[src/rtl/fifo_rd_streamer_if.sv]
// FIFO read port plus downstream valid/ready stream handled by fifo_rd_streamer.
`timescale 1ns/1ps
interface fifo_rd_streamer_if #(
  parameter int unsigned DATA_W = 128
);
  logic              i_empty;
  logic [DATA_W-1:0] i_rddata;
  logic              o_rden;
  logic              o_valid;
  logic              i_ready;
  logic [DATA_W-1:0] o_data;

  modport master (
    input  i_empty, i_rddata, i_ready,
    output o_rden, o_valid, o_data
  );

  modport slave (
    output i_empty, i_rddata, i_ready,
    input  o_rden, o_valid, o_data
  );
endinterface

[src/rtl/fifo_rd_streamer.sv]
// FIFO read-side drain engine: read strobes, 2-entry skid buffer, valid/ready output.
// Optional handshake counter enabled by defining FIFO_RD_STATS_EN.
`timescale 1ns/1ps
module fifo_rd_streamer #(
  parameter int unsigned DATA_W = 128,
  parameter int unsigned CNT_W  = 32
) (
  input  logic                clk,
  input  logic                rst,
  input  logic                i_en,
  input  logic                i_flush,
  fifo_rd_streamer_if.master  bus,
  output logic                o_busy,
  output logic [CNT_W-1:0]    o_rd_count
);

  logic [DATA_W-1:0] e0;
  logic [DATA_W-1:0] e1;
  logic [1:0]        cnt;
  logic              inflight;
  logic              valid;
  logic              pop;
  logic              rden;
  logic [1:0]        cnt_after_pop;
  logic [2:0]        occ;

  assign valid = (cnt != 2'd0);

  // Occupancy after this edge counts the in-flight word, so the buffer never overflows.
  always_comb begin
    pop           = valid & bus.i_ready;
    cnt_after_pop = cnt - {1'b0, pop};
    occ           = {1'b0, cnt_after_pop} + {2'b00, inflight};
    rden          = !rst & i_en & !i_flush & !bus.i_empty & (occ < 3'd2);
  end

  assign bus.o_rden  = rden;
  assign bus.o_valid = valid;
  assign bus.o_data  = e0;
  assign o_busy      = valid | inflight;

  always_ff @(posedge clk or posedge rst) begin
    if (rst) begin
      cnt      <= '0;
      inflight <= 1'b0;
      e0       <= '0;
      e1       <= '0;
    end else if (i_flush) begin
      cnt      <= '0;
      inflight <= 1'b0;
    end else begin
      inflight <= rden;
      cnt      <= cnt_after_pop + {1'b0, inflight};
      if (pop) begin
        e0 <= e1;
      end
      // Capture lands in the first free slot after the pop; overrides the shift into e0.
      if (inflight) begin
        if (cnt_after_pop == 2'd0) begin
          e0 <= bus.i_rddata;
        end else begin
          e1 <= bus.i_rddata;
        end
      end
    end
  end

`ifdef FIFO_RD_STATS_EN
  logic [CNT_W-1:0] rd_count;

  always_ff @(posedge clk or posedge rst) begin
    if (rst) begin
      rd_count <= '0;
    end else if (pop) begin
      rd_count <= rd_count + CNT_W'(1);
    end
  end

  assign o_rd_count = rd_count;
`else
  assign o_rd_count = '0;
`endif

endmodule

[src/flat_wrapper.sv]
// flat-port wrapper written by rule: the top's interface ports become plain ports
module fifo_rd_streamer_flat 
#(
  parameter int unsigned DATA_W = 128,
  parameter int unsigned CNT_W  = 32
)
  (clk, rst, i_en, i_flush, o_busy, o_rd_count, bus_i_empty, bus_i_rddata, bus_i_ready, bus_o_rden, bus_o_valid, bus_o_data);
  fifo_rd_streamer_if #(.DATA_W(DATA_W)) bus_i ();
  input  logic clk;
  input  logic rst;
  input  logic i_en;
  input  logic i_flush;
  output logic o_busy;
  output logic [CNT_W-1:0] o_rd_count;
  input wire logic [$bits(bus_i.i_empty)-1:0] bus_i_empty;
  input wire logic [$bits(bus_i.i_rddata)-1:0] bus_i_rddata;
  input wire logic [$bits(bus_i.i_ready)-1:0] bus_i_ready;
  output wire logic [$bits(bus_i.o_rden)-1:0] bus_o_rden;
  output wire logic [$bits(bus_i.o_valid)-1:0] bus_o_valid;
  output wire logic [$bits(bus_i.o_data)-1:0] bus_o_data;
  assign bus_i.i_empty = bus_i_empty;
  assign bus_i.i_rddata = bus_i_rddata;
  assign bus_i.i_ready = bus_i_ready;
  assign bus_o_rden = bus_i.o_rden;
  assign bus_o_valid = bus_i.o_valid;
  assign bus_o_data = bus_i.o_data;
  fifo_rd_streamer #(.DATA_W(DATA_W), .CNT_W(CNT_W)) u_core (.clk(clk), .rst(rst), .i_en(i_en), .i_flush(i_flush), .bus(bus_i), .o_busy(o_busy), .o_rd_count(o_rd_count));
endmodule
[config.mk]
export PLATFORM = sky130hd
export DESIGN_NAME = fifo_rd_streamer_flat
export DESIGN_NICKNAME = d
export VERILOG_FILES = /design/src/rtl/fifo_rd_streamer_if.sv /design/src/rtl/fifo_rd_streamer.sv /design/src/flat_wrapper.sv
export SDC_FILE = /design/constraint.sdc
export NUM_CORES = 1
export LEC_CHECK = 0
export BUFFER_PORTS_ARGS = -buffer_cell sky130_fd_sc_hd__buf_2
export CAP_MARGIN = 5
export CORE_MARGIN = 5
export CORE_UTILIZATION = 49
export CTS_BUF_LIST = sky130_fd_sc_hd__clkbuf_8
export DETAILED_ROUTE_END_ITERATION = 12
export PLACE_DENSITY = 0.83
export SLEW_MARGIN = 30
export SYNTH_ARGS = -nofsm -noshare
export SYNTH_HDL_FRONTEND = slang
export SYNTH_SLANG_ARGS = --single-unit
export TNS_END_PERCENT = 50
[constraint.sdc]
create_clock -name clk -period 9 [get_ports clk]
set_clock_uncertainty 0.15 [all_clocks]
set_input_delay 1.8 -clock clk [delete_from_list [all_inputs] [get_ports clk]]
set_output_delay 1.8 -clock clk [all_outputs]
set_load 0.01 [all_outputs]
==> flow_metrics.py <==
metrics = {
    "outcome": {
        "status": "finished, final reports clean",
    },
    "synthesis": {
        "yosys_warnings": 0,
        "synth_edf_count": 0,
        "syn_area_per_cell_um2": 12.4,
        "synth_area_leader_cell": "dfrtp_1",
        "synth_cell_types": 24,
        "synth_seq_area_share_pct": 58.5,
        "yosys_most_used_dff": "dfrtp_1",
        "synth.top_cell.area_share_pct": 58.5,
        "async_reset_ff_share_pct": 100,
        "ys_ff_latch": 259,
        "netlist_top_cells_count": "dfrtp_1 (259), inv_1 (133), a221o_1 (128), mux2_1 (128), nor3_1 (128)",
        "synth_area_leaders": "dfrtp_1 (58%), mux2_1 (13%), a221o_1 (12%)",
        "synth_area_um2": 11100,
        "synthMostInstantiatedCell": "dfrtp_1",
        "netlist_instances": 897,
    },
    "power_and_ir_drop": {
        "peakVddDrop_v": 0.000176,
        "power_density_nw_per_um2": 322,
        "leakage_uw": 0.00739,
    },
    "clocking": {
        "htreeDepth": 2,
        "cts_hold_buf": 0,
        "clk_latency_ns": 0.52,
        "cts.sinks": 259,
        "ctsResizeCount": 0,
        "cts.clk_slew.worst_paths_ns": 0.06,
        "numCtsBuffers": 44,
        "clockBufferDepth": 3,
        "cts_tree": "done",
        "cts-root-buf": "clkbuf_8",
        "cts_setup_buffers": 0,
    },
    "placement": {
        "gp_congestion": 0.814,
        "place_hpwl_um": 17300,
        "io_buffers": 264,
        "dp_slack_ns": 3.22,
        "dpl-instance-area_um2": 12500,
        "dp_cells": 1388,
    },
    "global_routing": {
        "antenna_found_initial": 2,
        "grtUsageTotal_pct": 21.5,
        "grt_overflow_total": 0,
        "grt_pass1_vias": 8770,
        "grt_max_degree": 145,
        "grt_pass1_wl_um": 45700,
    },
    "layout": {
        "drive_above_1_share_pct": 29.6,
        "synthToLayoutAreaGrowth_pct": 20.1,
        "layout.nets": 1286,
        "layout.cells.non_filler": 1461,
        "seq_area_um2": 6480,
        "multi_input_area_um2": 3680,
        "fill_cells": 1769,
        "fin_area_um2": 13300,
    },
    "floorplan": {
        "die_w_um": 160,
        "rows": 55,
        "io-pin-count": 297,
        "core_area_um2": 22400,
        "die_y_um": 160,
        "initial_core_util_pct": 49.4,
        "die_area_um2": 25700,
    },
    "drt": {
        "vias": 8116,
        "vias_per_cell": 5.56,
        "wl_per_cell_um": 19.2,
        "firstDrtPassIters": 4,
        "wl_um": 28000,
        "drc": 0,
        "ant_nets": 0,
        "drt-initial-drc-count": 678,
    },
    "critical_path": {
        "cp.arrival_ns": 3.83,
        "crit_type": "input pin to output pin",
        "endpoint_kind": "output pin",
        "start_kind": "input pin",
        "crit_required_ns": 7.05,
        "crit_fanout": 47,
    },
    "timing": {
        "worst_pin_slew_ns": 0.974,
        "hold_viol": 0,
        "max_freq_ghz": 0.173,
        "min_period_ns": 5.78,
        "maxSlewViolCount": 0,
        "finalWorstSetupSlack_ns": 3.22,
        "period_share_pct": 64.3,
        "rsz0062_at_grt": "false",
        "finalSetupViolCount": 0,
        "final.setup.tns_ns": 0,
        "slew_headroom_pct": 35.0,
    },
    "flow_run": {
        "maxCapViolations": 0,
    },
    "hold_path": {
        "hp-class": "register to register",
    },
}
-- cell usage in the layout (no fill, tap or decap) --
| cell | Yosys | layout |
|---|---|---|
| o21ai_1 | 1 | 1 |
| or2_2 | 1 | 1 |
| xor2_4 | 0 | 1 |
| o22a_4 | 0 | 1 |
| nand3b_1 | 1 | 1 |
| clkbuf_8 | 0 | 56 |
| nand2b_1 | 1 | 1 |
| buf_2 | 19 | 264 |
| buf_4 | 47 | 10 |
| inv_2 | 1 | 1 |
| clkinvlp_4 | 0 | 1 |
| buf_12 | 0 | 2 |
| nor3_1 | 128 | 128 |
| and4b_1 | 2 | 2 |
| or3_1 | 1 | 1 |
| mux2_1 | 128 | 128 |
| buf_6 | 0 | 1 |
| ha_1 | 3 | 3 |
| a21oi_4 | 0 | 1 |
| conb_1 | 1 | 32 |
| a221o_1 | 128 | 128 |
| a311oi_4 | 0 | 1 |
| clkinv_2 | 0 | 8 |
| nor2_1 | 1 | 1 |
| nor2b_1 | 2 | 2 |
| dfrtp_1 | 259 | 259 |
| inv_1 | 133 | 140 |
| diode_2 | 0 | 1 |
-- sequential cells by signal, indices dropped and copies added, names as in the netlist --
signal / flops
u_core.bus.o_data: 128
u_core.e1: 128
u_core.cnt: 2
u_core.inflight: 1
-- per-layer routing --
metal	vias to the layer above	track usage, %	share of wire (%)
met1	4091	27.0	41
li1	3657	-	-
met3	66	7.36	8.0
met2	300	34.6	47
met5	-	0	0.046
met4	2	7.90	3.5
-- critical path, cell delays in order --
cell and delay, ns:
buf_2 0.09, o21ai_1 0.21, inv_1 0.08, ha_1 0.26, xor2_4 0.17, buf_4 0.49, inv_2 0.16, ha_1 0.24
and4b_1 0.17, buf_2 0.15
-- stage by stage --
stage / hold slack, ns / utilization, % / power (uW)
floorplan: 0.309 / - / 2710
global placement: 0.317 / 55.5 / 3230
detailed placement: 0.325 / 55.6 / 3290
CTS: 0.338 / 59.3 / 4330
global route: 0.347 / 59.3 / 4550
finish: 0.334 / 59.3 / 4290
-- logic make-up (layout without fill, tap and decap cells) --
| family | Yosys count | count (layout) | share of synthesized area (%) |
|---|---|---|---|
| simple gates | 137 | 137 | 6.34 |
| flops | 259 | 259 | 58.5 |
| xor+xnor | 1 | 1 | 0.147 |
| compound gates | 132 | 132 | 11.9 |
| mux | 128 | 128 | 13.0 |
| buf+inv | 236 | 483 | 9.80 |
| other cells | 1 | 33 | 0.0338 |
| fa+ha+maj | 3 | 3 | 0.339 |
-- final timing paths --
| path | startpoint | end | slack, ns | cells after the start |
|---|---|---|---|---|
| worst max-delay path | bus_i_ready | bus_o_rden | 3.22 | 10 |
| worst min-delay path | u_core.e1[126] | u_core.e1[126] | 0.33 | 1 |
| worst max register to register | u_core.cnt[1] | u_core.e1[27] | 4.89 | 10 |
| worst min register to register | u_core.e1[126] | u_core.e1[126] | 0.33 | 1 |
| max in group asynchronous | rst | u_core.bus.o_data[110] | 6.27 | 3 |
| min in group asynchronous | rst | u_core.e1[92] | 1.21 | 2 |
-- final cells by class --
type	instances	area share, %
inverter	134	3.81
clock inverter	16	0.526
sequential	259	48.7
multi-input combinational	433	27.6
antenna	1	0.0188
timing repair buffer	277	10.9
clock buffer	56	5.79
tap	285	2.68
-- where the power goes --
part	switching [uW]	total, uW	internal (uW)
clock network	462	1020	554
logic	759	1370	611
registers	268	1900	1640
total	1490	4290	2800
No activity file was read; power rests on OpenSTA's default activity.
